$ cat src/rtl/forwarding_hazard_unit_if.sv
// Decode-stage bypass bus: pipeline stage descriptors in, per-operand bypass
// values, stall and the stall counter out.
interface forwarding_hazard_unit_if #(
  parameter int XLEN    = 32,
  parameter int REG_AW  = 5,
  parameter int NUM_SRC = 2,
  parameter int CNT_W   = 16
);
  logic [NUM_SRC*REG_AW-1:0] id_rs;
  logic [NUM_SRC-1:0]        id_rs_used;
  logic                      ex_valid;
  logic                      ex_we;
  logic [REG_AW-1:0]         ex_rd;
  logic                      mem_valid;
  logic                      mem_we;
  logic                      mem_read;
  logic [REG_AW-1:0]         mem_rd;
  logic [XLEN-1:0]           mem_alu_res;
  logic                      wb_valid;
  logic                      wb_we;
  logic                      wb_mem_read;
  logic [REG_AW-1:0]         wb_rd;
  logic [XLEN-1:0]           wb_alu_res;
  logic [XLEN-1:0]           wb_mem_data;
  logic [NUM_SRC*XLEN-1:0]   fwd_data;
  logic [NUM_SRC-1:0]        fwd_valid;
  logic                      stall;
  logic [CNT_W-1:0]          stall_count;

  modport master (
    output id_rs, id_rs_used,
    output ex_valid, ex_we, ex_rd,
    output mem_valid, mem_we, mem_read, mem_rd, mem_alu_res,
    output wb_valid, wb_we, wb_mem_read, wb_rd, wb_alu_res, wb_mem_data,
    input  fwd_data, fwd_valid, stall, stall_count
  );

  modport slave (
    input  id_rs, id_rs_used,
    input  ex_valid, ex_we, ex_rd,
    input  mem_valid, mem_we, mem_read, mem_rd, mem_alu_res,
    input  wb_valid, wb_we, wb_mem_read, wb_rd, wb_alu_res, wb_mem_data,
    output fwd_data, fwd_valid, stall, stall_count
  );
endinterface

$ cat src/rtl/forwarding_hazard_unit.sv
// Operand bypass and hazard detection for the decode stage, with a short
// history of retired register writes and a saturating stall-cycle counter.
module forwarding_hazard_unit #(
  parameter int XLEN       = 32,
  parameter int REG_AW     = 5,
  parameter int NUM_SRC    = 2,
  parameter int HIST_DEPTH = 2,
  parameter int CNT_W      = 16
) (
  input  logic                    clk,
  input  logic                    rst,
  forwarding_hazard_unit_if.slave bus
);

  logic [XLEN-1:0]   wb_result;
  logic              hist_push;
  logic              stall_int;
  logic              hist_valid_reg [HIST_DEPTH];
  logic [REG_AW-1:0] hist_rd_reg    [HIST_DEPTH];
  logic [XLEN-1:0]   hist_data_reg  [HIST_DEPTH];
  logic [CNT_W-1:0]  stall_count_reg;

  wire  [NUM_SRC-1:0]      hazard_vec;
  wire  [NUM_SRC-1:0]      fwd_valid_vec;
  wire  [NUM_SRC*XLEN-1:0] fwd_data_vec;

  assign wb_result = bus.wb_mem_read ? bus.wb_mem_data : bus.wb_alu_res;
  assign hist_push = bus.wb_valid & bus.wb_we & (bus.wb_rd != '0);

  // Entry 0 is the most recent retired write; older entries shift down.
  always_ff @(posedge clk or negedge rst) begin
    if (!rst) begin
      for (int k = 0; k < HIST_DEPTH; k++) begin
        hist_valid_reg[k] <= 1'b0;
        hist_rd_reg[k]    <= '0;
        hist_data_reg[k]  <= '0;
      end
    end else if (hist_push) begin
      hist_valid_reg[0] <= 1'b1;
      hist_rd_reg[0]    <= bus.wb_rd;
      hist_data_reg[0]  <= wb_result;
      for (int k = 1; k < HIST_DEPTH; k++) begin
        hist_valid_reg[k] <= hist_valid_reg[k-1];
        hist_rd_reg[k]    <= hist_rd_reg[k-1];
        hist_data_reg[k]  <= hist_data_reg[k-1];
      end
    end
  end

  genvar gi;
  generate
    for (gi = 0; gi < NUM_SRC; gi++) begin : g_src
      logic [REG_AW-1:0] rs;
      logic              active;
      logic              hazard;
      logic              fv;
      logic [XLEN-1:0]   fd;

      assign rs     = bus.id_rs[gi*REG_AW +: REG_AW];
      assign active = bus.id_rs_used[gi] & (rs != '0);

      // Youngest producer wins; a hazard in a younger stage masks older data.
      always_comb begin
        hazard = 1'b0;
        fv     = 1'b0;
        fd     = '0;
        if (active) begin
          if (bus.ex_valid && bus.ex_we && bus.ex_rd == rs) begin
            hazard = 1'b1;
          end else if (bus.mem_valid && bus.mem_we && bus.mem_rd == rs) begin
            if (bus.mem_read) begin
              hazard = 1'b1;
            end else begin
              fv = 1'b1;
              fd = bus.mem_alu_res;
            end
          end else if (bus.wb_valid && bus.wb_we && bus.wb_rd == rs) begin
            fv = 1'b1;
            fd = wb_result;
          end else begin
            // Walk oldest to youngest so the youngest hit is the one kept.
            for (int k = HIST_DEPTH - 1; k >= 0; k--) begin
              if (hist_valid_reg[k] && hist_rd_reg[k] == rs) begin
                fv = 1'b1;
                fd = hist_data_reg[k];
              end
            end
          end
        end
      end

      assign hazard_vec[gi]                 = hazard;
      assign fwd_valid_vec[gi]              = fv;
      assign fwd_data_vec[gi*XLEN +: XLEN]  = fd;
    end
  endgenerate

  assign stall_int     = |hazard_vec;
  assign bus.stall     = stall_int;
  assign bus.fwd_valid = fwd_valid_vec;
  assign bus.fwd_data  = fwd_data_vec;

  always_ff @(posedge clk or negedge rst) begin
    if (!rst) begin
      stall_count_reg <= '0;
    end else if (stall_int && stall_count_reg != '1) begin
      stall_count_reg <= stall_count_reg + 1'b1;
    end
  end

  assign bus.stall_count = stall_count_reg;

endmodule
$ cat src/flat_wrapper.sv
// flat-port wrapper written by rule: the top's interface ports become plain ports
module forwarding_hazard_unit_flat 
#(
  parameter int XLEN       = 32,
  parameter int REG_AW     = 5,
  parameter int NUM_SRC    = 2,
  parameter int HIST_DEPTH = 2,
  parameter int CNT_W      = 16
)
  (clk, rst, bus_id_rs, bus_id_rs_used, bus_ex_valid, bus_ex_we, bus_ex_rd, bus_mem_valid, bus_mem_we, bus_mem_read, bus_mem_rd, bus_mem_alu_res, bus_wb_valid, bus_wb_we, bus_wb_mem_read, bus_wb_rd, bus_wb_alu_res, bus_wb_mem_data, bus_fwd_data, bus_fwd_valid, bus_stall, bus_stall_count);
  forwarding_hazard_unit_if #(.XLEN(XLEN), .REG_AW(REG_AW), .NUM_SRC(NUM_SRC), .CNT_W(CNT_W)) bus_i ();
  input  logic clk;
  input  logic rst;
  input wire logic [$bits(bus_i.id_rs)-1:0] bus_id_rs;
  input wire logic [$bits(bus_i.id_rs_used)-1:0] bus_id_rs_used;
  input wire logic [$bits(bus_i.ex_valid)-1:0] bus_ex_valid;
  input wire logic [$bits(bus_i.ex_we)-1:0] bus_ex_we;
  input wire logic [$bits(bus_i.ex_rd)-1:0] bus_ex_rd;
  input wire logic [$bits(bus_i.mem_valid)-1:0] bus_mem_valid;
  input wire logic [$bits(bus_i.mem_we)-1:0] bus_mem_we;
  input wire logic [$bits(bus_i.mem_read)-1:0] bus_mem_read;
  input wire logic [$bits(bus_i.mem_rd)-1:0] bus_mem_rd;
  input wire logic [$bits(bus_i.mem_alu_res)-1:0] bus_mem_alu_res;
  input wire logic [$bits(bus_i.wb_valid)-1:0] bus_wb_valid;
  input wire logic [$bits(bus_i.wb_we)-1:0] bus_wb_we;
  input wire logic [$bits(bus_i.wb_mem_read)-1:0] bus_wb_mem_read;
  input wire logic [$bits(bus_i.wb_rd)-1:0] bus_wb_rd;
  input wire logic [$bits(bus_i.wb_alu_res)-1:0] bus_wb_alu_res;
  input wire logic [$bits(bus_i.wb_mem_data)-1:0] bus_wb_mem_data;
  output wire logic [$bits(bus_i.fwd_data)-1:0] bus_fwd_data;
  output wire logic [$bits(bus_i.fwd_valid)-1:0] bus_fwd_valid;
  output wire logic [$bits(bus_i.stall)-1:0] bus_stall;
  output wire logic [$bits(bus_i.stall_count)-1:0] bus_stall_count;
  assign bus_i.id_rs = bus_id_rs;
  assign bus_i.id_rs_used = bus_id_rs_used;
  assign bus_i.ex_valid = bus_ex_valid;
  assign bus_i.ex_we = bus_ex_we;
  assign bus_i.ex_rd = bus_ex_rd;
  assign bus_i.mem_valid = bus_mem_valid;
  assign bus_i.mem_we = bus_mem_we;
  assign bus_i.mem_read = bus_mem_read;
  assign bus_i.mem_rd = bus_mem_rd;
  assign bus_i.mem_alu_res = bus_mem_alu_res;
  assign bus_i.wb_valid = bus_wb_valid;
  assign bus_i.wb_we = bus_wb_we;
  assign bus_i.wb_mem_read = bus_wb_mem_read;
  assign bus_i.wb_rd = bus_wb_rd;
  assign bus_i.wb_alu_res = bus_wb_alu_res;
  assign bus_i.wb_mem_data = bus_wb_mem_data;
  assign bus_fwd_data = bus_i.fwd_data;
  assign bus_fwd_valid = bus_i.fwd_valid;
  assign bus_stall = bus_i.stall;
  assign bus_stall_count = bus_i.stall_count;
  forwarding_hazard_unit #(.XLEN(XLEN), .REG_AW(REG_AW), .NUM_SRC(NUM_SRC), .HIST_DEPTH(HIST_DEPTH), .CNT_W(CNT_W)) u_core (.clk(clk), .rst(rst), .bus(bus_i));
endmodule
$ cat config.mk
export PLATFORM = sky130hd
export DESIGN_NAME = forwarding_hazard_unit_flat
export DESIGN_NICKNAME = d
export VERILOG_FILES = /design/src/rtl/forwarding_hazard_unit_if.sv /design/src/rtl/forwarding_hazard_unit.sv /design/src/flat_wrapper.sv
export SDC_FILE = /design/constraint.sdc
export NUM_CORES = 1
export LEC_CHECK = 0
export ABC_AREA = 1
export CORE_ASPECT_RATIO = 0.8
export CORE_UTILIZATION = 46
export CTS_BUF_LIST = sky130_fd_sc_hd__clkbuf_4 sky130_fd_sc_hd__clkbuf_8
export DETAILED_ROUTE_END_ITERATION = 10
export PLACE_DENSITY = 0.88
export SYNTH_ARGS = -nofsm -noshare
export SYNTH_HDL_FRONTEND = slang
export SYNTH_SLANG_ARGS = --single-unit
$ cat constraint.sdc
create_clock -name clk -period 1.61 [get_ports clk]
set_input_delay 0.2415 -clock clk [delete_from_list [all_inputs] [get_ports clk]]
set_output_delay 0.2415 -clock clk [all_outputs]
set_load 0.02 [all_outputs]
==> results of run 1 <==
[report_power, final]
group / switching, uW / total [uW] / leakage (uW) / internal [uW]
Clock: 973 / 1860 / 0.000110 / 884
Sequential: 409 / 3050 / 0.00116 / 2640
Combinational: 2260 / 3860 / 0.00564 / 1600
[per-stage QoR]
step / instances / instance area (sq um) / setup slack [ns] / power [uW]
floorplan: 1295 / 8750 / -0.169 / 4480
global placement: 1780 / 12000 / -1.41 / 5740
detailed placement: 1780 / 12000 / -1.41 / 5830
CTS: 1823 / 13100 / -0.844 / 7930
global route: 1846 / 14100 / -1.34 / 9060
finish: 1847 / 14100 / -1.38 / 8770
[routing by layer]
metal,track usage,wire [microns]
met1,0.460,13700
met2,0.637,18200
met3,0.0822,5390
met4,0.189,3140
met5,0,0
[cells in the mapped netlist (all sizes together)]
master    n
dfrtp    92
o21ai   149
inv     117
o21a      1
clkinv    1
nor2    175
xnor2     7
ha        1
mux2i    32
nor3     13
buf      34
xor2     15
and2      1
o31ai     1
clkbuf   47
nor4      2
nand4    44
nand2   426
a21oi    71
nand3b    2
nand3    63
o22ai     1
[cells by family after synthesis]
family          Yosys count  share of synthesized area
compound gates          223                      0.147
xor+xnor                 22                     0.0249
fa+ha+maj                 1                    0.00162
buf+inv                 199                      0.103
flops                    92                      0.297
mux                      32                     0.0414
simple gates            726                      0.385
[worst paths after layout]
kind,to,slack (ns)
setup reg to reg,u_core.bus.stall_count[9],-0.05
hold / removal,u_core.hist_valid_reg[1],0.37
max in group asynchronous,u_core.hist_data_reg[40],0.62
hold reg to reg,u_core.hist_data_reg[5],0.52
min in group clk,u_core.hist_rd_reg[5],0.37
setup / recovery,bus_fwd_data[43],-1.38
[layout make-up]
type / count / area, sq um / share of cell area
multi-input cells: 1004 / 6590 / 0.468
well taps: 220 / 275 / 0.0196
clock buffers: 9 / 124 / 0.00880
diodes: 2 / 5.00 / 0.000356
clock inverters: 7 / 98.8 / 0.00702
inverters: 118 / 469 / 0.0333
flip-flops and latches: 92 / 2310 / 0.164
repair buffers: 395 / 4200 / 0.298
[what timing repair did]
action | 4_1_cts | 5_1_grt
hold buffers | 1 | 0
pin swaps | 44 | 69
hold endpoints to repair | 27 | 0
endpoints found under the setup margin | 105 | 131
buffers inserted | 23 | 24
gates resized for setup | 677 | 214
cloned | 6 | 6
==> summary.txt, run 1 <==
Synth
  – Register area share after synthesis: 0.297
  – Yosys top cell by area: dfrtp_1
  – Number of synthesized register bits: 92
  – Synth area leaders: dfrtp_1, nand2_1, o21ai_0
  – Cell Area, Synth: 7740 sq um
  – Synthesized instance count: 1295
  – Top cell type's share of synthesized area: 0.297
  – Syn nets: 1429
  – Mean post-synth cell area: 5.98 sq um
  – Post-synthesis cell type count: 34
  – Ys Warns: 0

Finish
  – Post-layout util: 0.853
  – Max FFs per register: 64
  – Area growth syn-to-layout: 81.8%
  – Layout cells sized above 1: 0.362
  – Leading cell type in the layout, fill and taps excluded: nand2_1
  – Most frequent cells in the layout: nand2_1, nor2_1, buf_4
  – Number of fillers in the final layout: 872
  – Final #Nets: between 1500 and 2000

Global route
  – Largest net degree at the start of global routing: 81
  – GRT Resource Usage Total: 0.380
  – Antenna violations before repair: 1
  – Vias in the first global route: 10500
  – First-pass GRT wire length: ~53000 microns
  – Grt ovf: 0

Hold path
  – HP Class: in -> async

STA
  – Relative slew slack: 0.487
  – Clock skew: 0.00948 ns
  – Final setup viols: between 80 and 90
  – Sum Neg Setup Slack: -60.83 ns
  – Peak Freq: between 300 and 400 MHz
  – Crit path time final: ~3.0 ns
  – Min setup slack post-route: -1.38 ns
  – Fin. Hold Viols: 0
  – Share of the clock period used by the worst path: 1.85
  – Fin. max-slew vios: 0
  – RSZ-0062 raised after global routing: true
  – Minimum hold slack: 0.367 ns
  – Worst Max-Slew Pin Slew: 0.767 ns

CTS
  – TritonCTS Buffers: 9
  – Clock Latency Late Sink: between 0.3 and 0.4 ns
  – Root buffer cell: clkbuf_8
  – TritonCTS clock tree: built
  – Register clock-pin slew on the reported worst setup and hold paths: roughly 0.11 ns
  – H-Tree Depth: 3
  – Num Clock Sinks: between 90 and 100
  – Max clock buf depth: 2

Floorplan
  – Die height: about 120 microns
  – Die ar.: approximately 17000 sq um
  – Initial Util: 0.469
  – # IOs: 216
  – Overall die width: 147 microns
  – Core Footprint: 16500 sq um
  – Row cnt: 42

Placement
  – Final Wtd Congestion: around 0.97
  – Port bufs: roughly 220
  – Dpl hpwl: 22000 microns

Route
  – WL final: between 40000 and 50000 microns
  – Post-route ant nets: 0
  – Post-route DRC violation count: 0
  – Wire per inst: between 20 and 25 microns
  – First DRT Iteration DRCs: 1569
  – Via Count: 11400
  – Initial DRT Pass Iterations: 8
  – Vias per cell: roughly 6.2

Worst setup path
  – Reg2reg path depth: 9
  – Reg2reg start: u_core.bus.stall_count[0]
  – Startpoint types: flip-flop
  – CP required: 1.37 ns
  – CP max FO: 6
  – Crit path from: u_core.hist_rd_reg[0]
  – Crit path max-delay cell type: dfrtp_2
  – CP dominant cell by count: nand2_1
  – Worst path max stage delay: roughly 0.45 ns
  – Stages on the worst setup path: 11
  – Critical path buffer and inverter count: 4
  – CP cell instances: buf_4 -> nand2_1 -> nand4_1 -> nor2_4 -> buf_4 -> clkbuf_16 -> nand2_1 -> nand2_1 -> nand3_2 -> a21oi_4 -> buf_6
  – Delay-heaviest family, CP: simple AND/OR/NAND/NOR gates
  – CP arrival: between 2 and 3 ns
  – Worst setup path class: reg -> out
  – Crit end category: output port

Pwr
  – Worst vdd ir: 0.454 mV
  – Power density over the cells: between 600 and 700 nW/um^2
  – Leakage: ~0.007 uW

Run status
  – Status: finished, violations left
  – Failing checks: negative setup slack

Job
  – Max-cap viol count: 0
Power figures use the tool's default switching activity.
==> run 2: changes to the inputs <==
CORE_MARGIN = 5   (was default)
==> summary.txt, run 2 (synthesis results as in run 1) <==
CTS
  – Root buffer cell: clkbuf_8
  – TritonCTS clock tree: built
  – Max clock buf depth: 2 (unchanged)
  – TritonCTS Buffers: 9 (unchanged)
  – H-Tree Depth: 3 (unchanged)
  – Num Clock Sinks: 92 (unchanged)
  – Clock Latency Late Sink: 0.40 ns (about the same)
  – Register clock-pin slew on the reported worst setup and hold paths: 0.10 ns (about the same)

Job
  – Max-cap viol count: 0 (unchanged)

Route
  – Via Count: 11100 (-2.6%)
  – Wire per inst: 20.6 microns (-5.6%)
  – WL final: 38300 microns (-5.2%)
  – First DRT Iteration DRCs: 1536 (-2.1%)
  – Post-route ant nets: 0 (unchanged)
  – Vias per cell: 5.99 (-3.0%)
  – Post-route DRC violation count: 0 (unchanged)
  – Initial DRT Pass Iterations: 8 (unchanged)

Worst setup path
  – CP cell instances: buf_6 -> xnor2_2 -> nand3b_1 -> nor2_4 -> buf_6 -> buf_12 -> nand2_2 -> nand2_2 -> nand3_2 -> a21oi_4 -> buf_6
  – Reg2reg path depth: 6 (-3)
  – CP required: 1.37 ns (about the same)
  – Crit path max-delay cell type: dfrtp_2
  – Worst setup path class: reg -> out
  – Startpoint types: flip-flop
  – Worst path max stage delay: 0.47 ns (+0.02 ns)
  – CP dominant cell by count: buf_6
  – CP arrival: 2.31 ns (-0.43 ns)
  – Crit end category: output port
  – Reg2reg start: u_core.bus.stall_count[14]
  – CP max FO: 7 (+1)
  – FF-to-FF setup slack: -0.11 ns (-0.06 ns)
  – Crit path from: u_core.hist_rd_reg[4]

STA
  – Crit path time final: 2.55 ns (-0.435 ns)
  – Clock skew: 0.0136 ns (+0.00416 ns)
  – Share of the clock period used by the worst path: 1.58 (-0.270)
  – Min setup slack post-route: -0.941 ns (+0.435 ns)
  – Sum Neg Setup Slack: -58.44 ns (+2.39 ns)
  – Relative slew slack: 0.642 (+0.155)
  – Minimum hold slack: 0.199 ns (-0.168 ns)
  – Fin. Hold Viols: 0 (unchanged)
  – Peak Freq: 392 MHz (+17%)
  – Final setup viols: 82 (unchanged)
  – Worst Max-Slew Pin Slew: 0.523 ns (-0.244 ns)
  – RSZ-0062 raised after global routing: true
  – Fin. max-slew vios: 0 (unchanged)

Finish
  – Max FFs per register: 64 (unchanged)
  – Leading cell type in the layout, fill and taps excluded: nand2_1
  – Number of fillers in the final layout: 943 (+8.1%)
  – Final #Nets: 1765 (+0.63%)
  – Most frequent cells in the layout: nand2_1, nor2_1, o21ai_0
  – Layout cells sized above 1: 0.337 (-0.0251)
  – Area growth syn-to-layout: 77.2%
  – N_diodes: 0 (-2)
  – Non-Filler Cell Area, Final: 13700 sq um (-2.5%)

Placement
  – Final Wtd Congestion: 0.967 (+0.16%)
  – Dpl hpwl: 23700 microns (+7.4%)
  – Port bufs: 215 (unchanged)
  – Cell Area, Placed: 12100 sq um (+1.2%)

Global route
  – Vias in the first global route: 10900 (+3.4%)
  – Grt ovf: 0 (unchanged)
  – First-pass GRT wire length: 56700 microns (+8.0%)
  – Largest net degree at the start of global routing: 86 (+6.2%)
  – GRT Resource Usage Total: 0.361 (-0.0191)
  – Antenna violations before repair: 0 (-1)

Run status
  – Failing checks: negative setup slack
  – Status: finished, violations left

Floorplan
  – Core Footprint: 16600 sq um (+0.32%)
  – # IOs: 216 (unchanged)
  – Initial Util: 0.468 (-0.00149)
  – Die height: 126 microns (+6.8%)
  – Die ar.: 19500 sq um (+13%)
  – Overall die width: 155 microns (+5.4%)
  – Row cnt: 42 (unchanged)

Pwr
  – Power density over the cells: 603 nW/um^2 (-3.1%)
  – Leakage: 0.00661 uW (-4.3%)
  – Worst vdd ir: 0.380 mV (-16%)

Hold path
  – HP Class: in -> async
[run 2: changes by cell type in the layout (fill, tap and decap cells not counted), sizes merged]
cell,previous run,this run
clkdlybuf4s15,5,4
clkbuf,15,11
clkdlybuf4s50,98,103
bufbuf,1,3
nand2,426,427
dlymetal6s2s,6,1
inv,117,118
bufinv,2,1
buf,254,265
diode,2,0
dlygate4sd2,24,26
[run 2: timing repair]
item / 4_1_cts / 5_1_grt
pin swaps: 51 / 55
gates cloned: 7 / 3
endpoints found under the hold margin: 7 / 0
hold buffers: 1 / 0
setup endpoints to repair: 99 / 85
buffers inserted: 36 / 19
resized for setup: 661 / 75
[run 2: cell type report]
class                           instances  area (sq um)  share of cell area
Sequential cell                        92          2310               0.168
Clock buffer                            9           124             0.00903
Timing Repair Buffer                  405          4280               0.312
Clock inverter                          7          73.8             0.00538
Multi-Input combinational cell       1005          6200               0.452
Tap cell                              220           275              0.0201
Inverter                              118           454              0.0331
[run 2: final timing paths]
| check | endpoint |
|---|---|
| worst min-delay path | u_core.bus.stall_count[15] |
| worst max register to register | u_core.bus.stall_count[6] |
| min in group clk | u_core.hist_rd_reg[8] |
| max in group asynchronous | u_core.hist_rd_reg[4] |
| worst min register to register | u_core.hist_data_reg[37] |
| worst max-delay path | bus_fwd_data[33] |
[run 2: routing by layer]
layer | up-vias | GRT usage | wire length (microns)
met5 | - | 0 | 0
met4 | 0 | 0.201 | 2440
met3 | 252 | 0.0984 | 4960
met2 | 958 | 0.590 | 17800
met1 | 5073 | 0.431 | 13100
li1 | 4832 | - | -
[run 2: worst max-delay path: cells and delay by family (launching register included)]
family | cells | cell delay (ns)
DFF | 1 | 0.47
xor gates and xnor gates | 1 | 0.11
and+or+nand+nor | 5 | 0.53
buffers and inverters | 4 | 0.59
AOI/OAI and AO/OA | 1 | 0.20
[run 2: stage by stage]
stage / total power, uW / setup slack [ns] / utilization / instances
6_report: 8280 / -0.941 / 0.829 / 1856
4_1_cts: 7980 / -0.943 / 0.807 / 1841
3_3_place_gp: 5860 / -1.43 / 0.733 / 1782
5_1_grt: 8630 / -1.03 / 0.829 / 1856
2_1_floorplan: 4480 / -0.169 / - / 1295
3_5_place_dp: 5960 / -1.47 / 0.733 / 1782
[run 2: power breakdown]
part | switching, uW | leakage, uW | internal, uW
clock | 934 | 0.000100 | 726
sequential | 342 | 0.00116 | 2640
combinational | 2040 | 0.00535 | 1590
total | 3320 | 0.00661 | 4960
==> run 3: changes to the inputs <==
--- a/config.mk
+++ b/config.mk
@@ -13,2 +13,3 @@
 export DETAILED_ROUTE_END_ITERATION = 10
+export GPL_TIMING_DRIVEN = 0
 export PLACE_DENSITY = 0.88
--- a/constraint.sdc
+++ b/constraint.sdc
@@ -3,2 +3,2 @@
 set_output_delay 0.2415 -clock clk [all_outputs]
-set_load 0.02 [all_outputs]
+set_load 0.1 [all_outputs]
==> summary.txt, run 3 (synthesis results as in run 1) <==
CTS
  – TritonCTS clock tree: built
  – TritonCTS Buffers: 9 (unchanged)
  – Num Clock Sinks: 92 (unchanged)
  – Root buffer cell: clkbuf_8
  – Register clock-pin slew on the reported worst setup and hold paths: 0.10 ns (about the same)
  – Max clock buf depth: 2 (unchanged)
  – H-Tree Depth: 3 (unchanged)
  – Clock Latency Late Sink: 0.41 ns (about the same)

Finish
  – Multi-input logic area: 6220 sq um (+0.32%)
  – Layout cells sized above 1: 0.325 (-0.0127)
  – Number of fillers in the final layout: 1006 (+6.7%)
  – Non-Filler Cell Area, Final: 13600 sq um (-1.1%)
  – Most frequent cells in the layout: nand2_1, nor2_1, o21ai_0
  – Leading cell type in the layout, fill and taps excluded: nand2_1
  – Final #Nets: 1712 (-3.0%)
  – Max FFs per register: 64 (unchanged)
  – N_diodes: 0 (unchanged)
  – Storage element area: 2330 sq um (+0.98%)
  – Area growth syn-to-layout: 75.3%

Hold path
  – WHS Path Cells: 3
  – Min-delay src: bus_wb_rd[0]
  – HP Class: in -> reg
  – Hold EP: u_core.hist_rd_reg[5]

Global route
  – Antenna violations before repair: 1 (+1)
  – Vias in the first global route: 10400 (-4.5%)
  – Largest net degree at the start of global routing: 70 (-19%)
  – Grt ovf: 0 (unchanged)
  – First-pass GRT wire length: 53900 microns (-5.0%)
  – GRT Resource Usage Total: 0.340 (-0.0213)

Floorplan
  – Die height: 126 microns (unchanged)
  – # IOs: 216 (unchanged)
  – Die ar.: 19500 sq um (unchanged)
  – Core Footprint: 16600 sq um (unchanged)
  – Initial Util: 0.468 (unchanged)
  – Overall die width: 155 microns (unchanged)
  – Row cnt: 42 (unchanged)

Run status
  – Failing checks: negative setup slack
  – Status: finished, violations left

STA
  – Final setup viols: 84 (+2.4%)
  – Fin. max-slew vios: 0 (unchanged)
  – Peak Freq: 370 MHz (-5.7%)
  – RSZ-0062 raised after global routing: true
  – Relative slew slack: 0.579 (-0.0622)
  – Min setup slack post-route: -1.09 ns (-0.153 ns)
  – Worst Max-Slew Pin Slew: 0.631 ns (+0.108 ns)
  – Share of the clock period used by the worst path: 1.68 (+0.0953)
  – Crit path time final: 2.70 ns (+0.153 ns)
  – Minimum hold slack: 0.265 ns (+0.0659 ns)
  – Clock skew: 0.0142 ns (+0.000586 ns)
  – Fin. Hold Viols: 0 (unchanged)

Placement
  – Port bufs: 211 (-1.9%)
  – Cell Area, Placed: 11300 sq um (-6.4%)
  – Dpl hpwl: 22400 microns (-5.4%)
  – Final Wtd Congestion: 0.969 (+0.18%)

Worst setup path
  – Reg2reg start: u_core.bus.stall_count[0]
  – Reg2reg end: u_core.bus.stall_count[6]
  – Reg2reg path depth: 10 (+4)
  – Worst path max stage delay: 0.44 ns (-0.03 ns)
  – Crit end category: output port
  – Startpoint types: flip-flop
  – CP cell instances: inv_1 -> nand2_1 -> o21ai_1 -> nor2_4 -> nand3_4 -> inv_6 -> buf_8 -> nand2_1 -> nand3_2 -> a21oi_4 -> buf_12
  – CP arrival: 2.46 ns (+0.15 ns)
  – CP required: 1.37 ns (about the same)
  – CP dominant cell by count: nand2_1
  – FF-to-FF setup slack: -0.06 ns (+0.05 ns)
  – Worst setup path class: reg -> out
  – Crit path max-delay cell type: dfrtp_1
  – CP max FO: 10 (+3)

Pwr
  – Worst vdd ir: 0.543 mV (+43%)
  – Leakage: 0.00622 uW (-5.9%)
  – Power density over the cells: 655 nW/um^2 (+8.6%)

Route
  – Vias per cell: 6.08 (+1.6%)
  – Initial DRT Pass Iterations: 7 (-1)
  – Post-route DRC violation count: 0 (unchanged)
  – WL final: 37600 microns (-1.7%)
  – First DRT Iteration DRCs: 1869 (+22%)
  – Via Count: 11000 (-1.3%)
  – Wire per inst: 20.9 microns (+1.2%)
  – Post-route ant nets: 0 (unchanged)

Job
  – Max-cap viol count: 0 (unchanged)
==> run 3: cell types whose count changed in the layout (fill, tap and decap cells not counted), sizes merged <==
cell and delta:
clkinv -2, buf -75, clkbuf +43, nand3 +1, clkdlybuf4s15 -1, nand2 -1
clkdlybuf4s50 +8, dlygate4sd2 -23, bufbuf -3
==> run 3: layout make-up <==
type,count,area share
Sequential cell,92,0.172
Inverter,118,0.0335
Clock inverter,5,0.00443
Tap cell,220,0.0203
Timing Repair Buffer,278,0.251
Buffer,74,0.0501
Clock buffer,11,0.0102
Multi-Input combinational cell,1005,0.459
==> run 3: worst max-delay path: cells and delay by family, from the launching register on <==
kind | cells | cell delay (ns)
compound gates | 2 | 0.41
simple gates | 5 | 0.57
flops | 1 | 0.44
buf+inv | 4 | 0.63
==> run 3: worst max-delay path by stage <==
stage          slack (ns)  cells past startpoint                   endpoint             startpoint
3_3_place_gp        -3.81                      1  u_core.bus.stall_count[0]                    rst
5_1_grt             -1.14                     11           bus_fwd_data[33]  u_core.hist_rd_reg[9]
4_1_cts             -0.97                     10           bus_fwd_data[13]  u_core.hist_rd_reg[6]
6_report            -1.09                     11           bus_fwd_data[33]  u_core.hist_rd_reg[9]
3_5_place_dp        -2.48                     11            bus_fwd_data[5]           bus_id_rs[3]
2_1_floorplan       -0.56                      8           bus_fwd_data[10]  u_core.hist_rd_reg[8]
==> run 3: what timing repair did <==
action	4_1_cts	5_1_grt
resized for setup	883	157
hold endpoints to repair	23	0
buffers inserted	38	18
setup endpoints to repair	175	154
gates cloned	5	7
pin swaps	67	70
hold buffers	1	0
==> run 3: routing by layer <==
layer	vias to the layer above	GRT usage	routed length, microns
met2	895	0.569	17500
met4	2	0.129	2140
li1	4724	-	-
met5	-	0	13
met3	227	0.0864	4800
met1	5123	0.423	13200
==> run 3: through the flow <==
step / total power (uW) / util / TNS, ns / instances / setup slack, ns
after CTS: 8300 / 0.784 / -61.74 / 1784 / -0.965
after floorplan: 5100 / - / -34.45 / 1295 / -0.562
after global routing: 9180 / 0.820 / -71.98 / 1803 / -1.14
after global placement: 6070 / 0.684 / -525.93 / 1726 / -3.81
after detailed placement: 6150 / 0.685 / -230.77 / 1727 / -2.48
final: 8890 / 0.820 / -68.58 / 1803 / -1.09
==> run 3: power by group <==
part	total, uW	internal, uW	switching, uW
Clock	1720	760	960
Sequential	3010	2650	362
Combinational	4160	1560	2600
Total	8890	4970	3920
